[src/rtl/id_ex_stage.sv]
`default_nettype none
// ============================================================================
//  Module   : id_ex_stage
//  Purpose  : ID/EX pipeline register for the pipelined TSC CPU. Captures RF
//             operands with decoded control, forwards from EX/MEM/WB, inserts
//             a load-use bubble, supports flush/hold and counts stall cycles.
//  Revision : 1.0  initial release
// ============================================================================
module id_ex_stage #(
    parameter int DATA_W = 16,
    parameter int CTRL_W = 12
) (
    input  logic              clk,
    input  logic              reset_n,
    // decoded instruction from ID
    input  logic              id_valid,
    input  logic [1:0]        id_rs1,
    input  logic [1:0]        id_rs2,
    input  logic              id_use_rs1,
    input  logic              id_use_rs2,
    input  logic [1:0]        id_rd,
    input  logic              id_reg_write,
    input  logic              id_mem_read,
    input  logic              id_mem_write,
    input  logic [CTRL_W-1:0] id_ctrl,
    input  logic [DATA_W-1:0] id_imm,
    input  logic [DATA_W-1:0] id_pc,
    // register file read data
    input  logic [DATA_W-1:0] rf_data1,
    input  logic [DATA_W-1:0] rf_data2,
    // forwarding sources
    input  logic [DATA_W-1:0] ex_result,
    input  logic              mem_valid,
    input  logic              mem_reg_write,
    input  logic [1:0]        mem_rd,
    input  logic [DATA_W-1:0] mem_result,
    input  logic              wb_write,
    input  logic [1:0]        wb_addr,
    input  logic [DATA_W-1:0] wb_data,
    // pipeline control
    input  logic              flush,
    input  logic              hold,
    output logic              stall,
    // EX stage register outputs
    output logic              ex_valid,
    output logic              ex_reg_write,
    output logic              ex_mem_read,
    output logic              ex_mem_write,
    output logic [1:0]        ex_rd,
    output logic [CTRL_W-1:0] ex_ctrl,
    output logic [DATA_W-1:0] ex_op1,
    output logic [DATA_W-1:0] ex_op2,
    output logic [DATA_W-1:0] ex_imm,
    output logic [DATA_W-1:0] ex_pc,
    output logic [15:0]       stall_count
);

    localparam logic [15:0] c_CNT_MAX = 16'hFFFF;

    // ------------------------------------------------------------------------
    // Pipeline registers
    // ------------------------------------------------------------------------
    logic              r_ex_valid;
    logic              r_ex_reg_write;
    logic              r_ex_mem_read;
    logic              r_ex_mem_write;
    logic [1:0]        r_ex_rd;
    logic [CTRL_W-1:0] r_ex_ctrl;
    logic [DATA_W-1:0] r_ex_op1;
    logic [DATA_W-1:0] r_ex_op2;
    logic [DATA_W-1:0] r_ex_imm;
    logic [DATA_W-1:0] r_ex_pc;
    logic [15:0]       r_stall_count;

    // ------------------------------------------------------------------------
    // Combinational hazard / forwarding signals
    // ------------------------------------------------------------------------
    logic              w_ex_fwd_en;
    logic              w_mem_fwd_en;
    logic              w_load_use;
    logic              w_bubble;
    logic              w_stall;
    logic [DATA_W-1:0] w_op1;
    logic [DATA_W-1:0] w_op2;

    // Nearest-producer-first operand selection. A load in EX has no data yet,
    // so it is never a forwarding source; the load-use bubble covers it.
    function automatic logic [DATA_W-1:0] f_fwd(
        input logic [1:0]        rs,
        input logic [DATA_W-1:0] rf,
        input logic              ex_en,
        input logic [1:0]        ex_dst,
        input logic [DATA_W-1:0] ex_val,
        input logic              mem_en,
        input logic [1:0]        mem_dst,
        input logic [DATA_W-1:0] mem_val,
        input logic              wb_en,
        input logic [1:0]        wb_dst,
        input logic [DATA_W-1:0] wb_val
    );
        logic [DATA_W-1:0] v;
        if (ex_en && (ex_dst == rs)) begin
            v = ex_val;
        end else if (mem_en && (mem_dst == rs)) begin
            v = mem_val;
        end else if (wb_en && (wb_dst == rs)) begin
            // RF write lands only at the edge, so rf data is stale this cycle
            v = wb_val;
        end else begin
            v = rf;
        end
        return v;
    endfunction

    // Forwarding enables for the EX and MEM producers
    always_comb begin
        w_ex_fwd_en  = r_ex_valid & r_ex_reg_write & ~r_ex_mem_read;
        w_mem_fwd_en = mem_valid & mem_reg_write;
    end

    // Forwarded operands for both source registers, selected independently
    always_comb begin
        w_op1 = f_fwd(id_rs1, rf_data1, w_ex_fwd_en, r_ex_rd, ex_result,
                      w_mem_fwd_en, mem_rd, mem_result,
                      wb_write, wb_addr, wb_data);
        w_op2 = f_fwd(id_rs2, rf_data2, w_ex_fwd_en, r_ex_rd, ex_result,
                      w_mem_fwd_en, mem_rd, mem_result,
                      wb_write, wb_addr, wb_data);
    end

    // Load-use detection and the upstream stall request
    always_comb begin
        w_load_use = id_valid & r_ex_valid & r_ex_mem_read & r_ex_reg_write &
                     ((id_use_rs1 & (r_ex_rd == id_rs1)) |
                      (id_use_rs2 & (r_ex_rd == id_rs2)));
        // flush kills the ID instruction, so there is nothing to retry
        w_stall    = hold | (w_load_use & ~flush);
        // both flush and load-use leave an empty slot in EX
        w_bubble   = flush | w_load_use;
    end

    // EX register update: hold > flush > load-use bubble > capture
    always_ff @(posedge clk or negedge reset_n) begin
        if (!reset_n) begin
            r_ex_valid     <= 1'b0;
            r_ex_reg_write <= 1'b0;
            r_ex_mem_read  <= 1'b0;
            r_ex_mem_write <= 1'b0;
            r_ex_rd        <= '0;
            r_ex_ctrl      <= '0;
            r_ex_op1       <= '0;
            r_ex_op2       <= '0;
            r_ex_imm       <= '0;
            r_ex_pc        <= '0;
        end else if (!hold) begin
            // data fields are don't-care on a bubble; capturing keeps the mux small
            r_ex_rd        <= id_rd;
            r_ex_ctrl      <= id_ctrl & {CTRL_W{id_valid}};
            r_ex_op1       <= w_op1;
            r_ex_op2       <= w_op2;
            r_ex_imm       <= id_imm;
            r_ex_pc        <= id_pc;
            if (w_bubble) begin
                r_ex_valid     <= 1'b0;
                r_ex_reg_write <= 1'b0;
                r_ex_mem_read  <= 1'b0;
                r_ex_mem_write <= 1'b0;
            end else begin
                r_ex_valid     <= id_valid;
                r_ex_reg_write <= id_reg_write & id_valid;
                r_ex_mem_read  <= id_mem_read & id_valid;
                r_ex_mem_write <= id_mem_write & id_valid;
            end
        end
    end

    // Saturating count of cycles in which the stage requested a stall
    always_ff @(posedge clk or negedge reset_n) begin
        if (!reset_n) begin
            r_stall_count <= '0;
        end else if (w_stall && (r_stall_count != c_CNT_MAX)) begin
            r_stall_count <= r_stall_count + 16'd1;
        end
    end

    // ------------------------------------------------------------------------
    // Output assignments
    // ------------------------------------------------------------------------
    assign stall        = w_stall;
    assign ex_valid     = r_ex_valid;
    assign ex_reg_write = r_ex_reg_write;
    assign ex_mem_read  = r_ex_mem_read;
    assign ex_mem_write = r_ex_mem_write;
    assign ex_rd        = r_ex_rd;
    assign ex_ctrl      = r_ex_ctrl;
    assign ex_op1       = r_ex_op1;
    assign ex_op2       = r_ex_op2;
    assign ex_imm       = r_ex_imm;
    assign ex_pc        = r_ex_pc;
    assign stall_count  = r_stall_count;

endmodule
`default_nettype wire
[config.mk]
export PLATFORM = sky130hd
export DESIGN_NAME = id_ex_stage
export DESIGN_NICKNAME = d
export VERILOG_FILES = /design/src/rtl/id_ex_stage.sv
export SDC_FILE = /design/constraint.sdc
export NUM_CORES = 1
export LEC_CHECK = 0
export ABC_CLOCK_PERIOD_IN_PS = 1550
export CAP_MARGIN = 15
export CORE_MARGIN = 2
export CORE_UTILIZATION = 37
export CTS_CLUSTER_DIAMETER = 80
export CTS_CLUSTER_SIZE = 14
export DETAILED_ROUTE_END_ITERATION = 6
export GPL_TIMING_DRIVEN = 0
export PLACE_DENSITY = 0.78
export SETUP_SLACK_MARGIN = 0.15
export SYNTH_ARGS = -nofsm -noshare
export SYNTH_HDL_FRONTEND = slang
export SYNTH_SLANG_ARGS = --single-unit
export TNS_END_PERCENT = 50
[constraint.sdc]
create_clock -name clk -period 1.55 [get_ports clk]
set_input_delay 0.2325 -clock clk [delete_from_list [all_inputs] [get_ports clk]]
set_output_delay 0.2325 -clock clk [all_outputs]
set_load 0.005 [all_outputs]
== Word-level counts from Yosys, hierarchy flattened ==
Index checks and enable logic that the tools add are counted.

* Output and inout port bits: 99
* Word-level logic and storage cells: 55
* Register bits: 98
* Input bits: 147

* Multiplexer cells: 10
* Equality and inequality tests: 7
* Add/sub/neg operators: 1
* Reduce and logical (&&, ||, !) cells: 7
* Bitwise logic cells: 19

{| class="wikitable"
|+ Operators by type and width
! operator !! number
|-
| 2-to-1 mux 16 bit || 6
|-
| adder 16 x 1 -> 16 bit (second input constant) || 1
|-
| != test 16 bit (second input constant) || 1
|-
| bitwise AND 1 bit || 13
|-
| bitwise AND 12 bit || 1
|-
| == test 2 bit || 6
|-
| logical AND 1 bit || 7
|-
| 2-to-1 mux 1 bit || 4
|-
| bitwise OR 1 bit || 3
|-
| inverter 1 bit || 2
|}

== Longest topological paths before layout ==
Gate-level depths: netlist of run 1.

* Word-level depth: 7
* Depth in mapped cells: 7
* Gate-level depth less buffers: 6

== Worst setup path before layout of run 1 ==
Ideal clock, no wire load.

* Path kind: reg2reg
* Start: register r_ex_rd[0], in the netlist ex_rd[0]
* End: register r_ex_op2[10], in the netlist ex_op2[10]
* Library setup time: 0.126 ns
* Stages on the path, launching flop included: 8
* Clock period less this slack: 1.736 ns
* Data required time: 1.424 ns
* Path slack: -0.186 ns
* Buffers on the path: 2
* Arrival: 1.610 ns
* Path through: dfrtp_1 > xnor2_1 > and2_1 > buf_2 > a21o_1 > buf_2 > a211oi_1 > a221o_1

* Longest elaborated chain between the ends: 3

{| class="wikitable"
|+ RTL lines
! item !! RTL line !! source
|-
| start, declared || 67 || <nowiki>logic [1:0] r_ex_rd;</nowiki>
|-
| start signal, assigned || 157 || <nowiki>r_ex_rd <= id_rd;</nowiki>
|-
| == test 2 bit || 102 || <nowiki>if (ex_en && (ex_dst == rs)) begin</nowiki>
|-
| logical AND 1 bit || 102 ||
|-
| 2-to-1 mux 16 bit || 102 ||
|-
| end signal, assigned || 160 || <nowiki>r_ex_op2 <= w_op2;</nowiki>
|-
| end, declared || 70 || <nowiki>logic [DATA_W-1:0] r_ex_op2;</nowiki>
|}

Every way passes these cells.
A chain may end at the register's enable or synchronous reset.

== Worst setup path after layout of run 1 ==
* Start: register r_ex_rd[1], in the netlist ex_rd[1]
* End: register r_ex_op1[15], in the netlist ex_op1[15]

* Longest elaborated chain between the ends: 3

{| class="wikitable"
|+ RTL lines
! item !! RTL line !! source
|-
| == test 2 bit || 102 ||
|-
| logical AND 1 bit || 102 ||
|-
| 2-to-1 mux 16 bit || 102 ||
|-
| end signal, assigned || 159 || <nowiki>r_ex_op1 <= w_op1;</nowiki>
|-
| end, declared || 69 || <nowiki>logic [DATA_W-1:0] r_ex_op1;</nowiki>
|}

Every way passes these cells.

==> results of run 1 <==
## cells in the final DEF, fill, tap and decap left out, drive strengths merged, types with 3 or more instances in the layout
| master | count |
|---|---|
| clkinv | 3 |
| o21ai | 13 |
| a22o | 4 |
| inv | 7 |
| a211oi | 32 |
| nand4 | 11 |
| clkdlybuf4s15 | 4 |
| nand2 | 28 |
| dlygate4sd2 | 98 |
| mux2 | 37 |
| nor2 | 40 |
| clkbuf | 31 |
| mux2i | 33 |
| xnor2 | 24 |
| buf | 69 |
| a21o | 3 |
| and3 | 22 |
| a221o | 32 |
| clkdlybuf4s50 | 139 |
| nand3 | 15 |
| dfrtp | 98 |
## how the worst max path moves through the flow
stage               from            to
6_report        ex_rd[1]    ex_op1[15]
5_1_grt         ex_rd[1]   ex_mem_read
4_1_cts         ex_rd[1]   ex_mem_read
3_5_place_dp   id_rs2[0]    ex_op2[13]
3_3_place_gp     reset_n     ex_imm[3]
2_1_floorplan   ex_rd[0]  ex_mem_write
## per-stage QoR
stage               std cells  cell area (sq um)
floorplan                 435               4985
global placement          851               7642
detailed placement        852               7667
CTS                       918               8602
global route              926               8773
finish                    926               8773
## sequential cells by signal (all words and copies together), names as in the netlist
name and flops:
ex_imm 16, ex_op1 16, ex_pc 16, ex_rd 2, ex_valid 1, stall_count 16, ex_mem_read 1, ex_op2 16
ex_mem_write 1, ex_reg_write 1, ex_ctrl 12
## cell type report
type                            instances  area (sq um)
Sequential cell                        98          2457
Fill cell                             966          4000
Tap cell                              172         215.2
Timing Repair Buffer                  303          2900
Clock inverter                          6         50.05
Multi-Input combinational cell        302          2686
Clock buffer                           10         229.0
Inverter                                5         18.77
Antenna cell                            1         2.502
Buffer                                 29         214.0
## synth_stat cells (all sizes together), types with 2 or more instances
cell | instances | share of area (%)
clkbuf | 20 | 1.5
a211oi | 32 | 4.9
nand4 | 11 | 1.4
and3 | 22 | 2.8
xnor2 | 24 | 4.3
o21ai | 13 | 1.3
mux2 | 37 | 8.5
dfrtp | 98 | 50
mux2i | 33 | 6.8
a21o | 3 | 0.46
a22o | 4 | 0.90
inv | 5 | 0.38
nor2 | 40 | 3.1
and2 | 2 | 0.26
a221o | 32 | 6.6
and3b | 2 | 0.36
buf | 10 | 1.1
nand2 | 28 | 2.2
nand3 | 15 | 1.7
## per-layer routing
layer / up-vias / global-route usage (%) / wire, um
li1: 2243 / - / -
met1: 2496 / 31.10 / 7241
met2: 256 / 45.19 / 9383
met3: 61 / 6.513 / 1377
met4: 0 / 14.14 / 814
met5: - / 0 / 0
## kinds of logic (layout without fill, tap and decap cells)
logic type	count (synthesis)	count (layout)	synth area share [%]
buffers and inverters	35	353	3.000
other	0	1	0
and+or+nand+nor	122	122	12.13
DFF	98	98	50.26
muxes	70	70	15.31
AOI/OAI and AO/OA	85	85	14.74
adders and majority gates	1	1	0.2564
xor gates and xnor gates	24	24	4.308
## critical path: cells and delay by family, from the launching register on
family	cells	cell delay (ns)
flip-flops	1	0.46
AND/OR/NAND/NOR	1	0.18
AO/OA/AOI/OAI	3	0.58
XOR/XNOR	1	0.15
buffers and inverters	3	0.37
## report_power, final
| group | total (mW) | switching, mW | internal, mW |
|---|---|---|---|
| clock | 2.13 | 1.02 | 1.11 |
| combinational | 2.43 | 0.974 | 1.46 |
| sequential | 3.11 | 0.237 | 2.87 |
## what timing repair did
action,4_1_cts,5_1_grt
resized for setup,196,27
endpoints found under the setup margin,163,65
hold endpoints to repair,36,0
hold buffers,1,0
cloned,3,1
buffers inserted,47,6
pin swaps,28,14
==> run metrics, run 1 <==
Worst Setup Path Type flop to flop; CTS tree done; hpwl dp between 10000 and 15000 um; Tmin final 1.811 ns; Synth Warn # 0; clk sinks just under 100; final WL about 19000 um; initial antenna violation count 1; Port Buffers roughly 240; die width approximately 120 um; Final Max Slew Viols 0; LEAKAGE roughly 4 nW; largest net degree at the start of global routing 63; period utilization 116.9%; number of global-route vias before repair 5384; failing checks negative setup slack; max-cap check violation count 0; die height 118.8 um; Clock Skew roughly 0.0056 ns; Area Growth Syn to Fin 79.79%; CTS buffer count 9; I/O pins ~250; Pwr per Cell Area between 800 and 900 nW/um^2; FFs w/ async S/R, synth 100.0%; routability cong. 0.8983; # DRC 0; Nets about 900; GRT overflow 0; Setup crit start kind flop; Fin. Hold Viols 0; Worst R2R Start ex_rd[1]; fraction of layout cells with a size suffix above 1 ~27%; post-place setup slack -0.8574 ns; initial drt markers 396; EDFF count, synth 0; worst hold slack around 0.39 ns; critical path fanouts, max 5; worst r2r path cells 8; RSZ-0062 raised after global routing yes; Longest Clk Path Bufs 2; WL/cell about 20 um; crit path capture type flop; Syn Nets 583; max_slew headroom 59.64%; average cell area after synthesis ~11 sq um; Worst-Margin Slew between 0.6 and 0.7 ns; initial core utilization 38.20%; GRT Resource Usage Total 26.64%; Setup WS post-layout -0.2614 ns; Hold Crit Start id_valid; R2R Setup Slk -0.26 ns; htree depth 3; Final Power around 7.7 mW; global-route wire length before repair just under 30000 um; VDD IR max slightly below 0.7 mV; register area share after synthesis between 50% and 60%; Primary FF master, synth dfrtp_1; CP peak stage delay around 0.46 ns; slowest cell on the critical path dfrtp_2; required time worst endpoint 1.84 ns; Final setup violation count 48; status finished with violations; fmax between 0.5 and 0.6 GHz; crit path cell chain xnor2_2 -> and2_1 -> buf_6 -> buf_6 -> a21o_4 -> buf_8 -> a211oi_4 -> a221o_1; FF+latch count, synth 98; vias after detailed routing about 5100; antenna-violating nets left 0; Synth Instances approximately 440; mapped cell area slightly below 5000 sq um; DR pass1 iterations 5; core area between 10000 and 15000 sq um; Worst R2R End ex_op1[15]; Hold Crit Depth 3; FP Rows 41; WP data arrival ~2.1 ns; die area approximately 14000 sq um; Util after Layout between 60% and 70%; synth unique cells 27; Root Driver clkbuf_16; clock-pin slew on the worst setup and hold paths roughly 0.070 ns; Worst-Skew Late Latency roughly 0.35 ns; Worst path most repeated cell buf_6; routed vias/inst around 5.5; Hold EP ex_ctrl[0]; Hold Crit Class input pin to flop; post-route setup TNS -9.034 ns
Power figures use the tool's default switching activity.
==> run 2: changes to the inputs <==
- ABC_CLOCK_PERIOD_IN_PS: 1550 -> unset
==> results of run 2 <==
Final layout, timing and power as in run 1 (identical DEF).
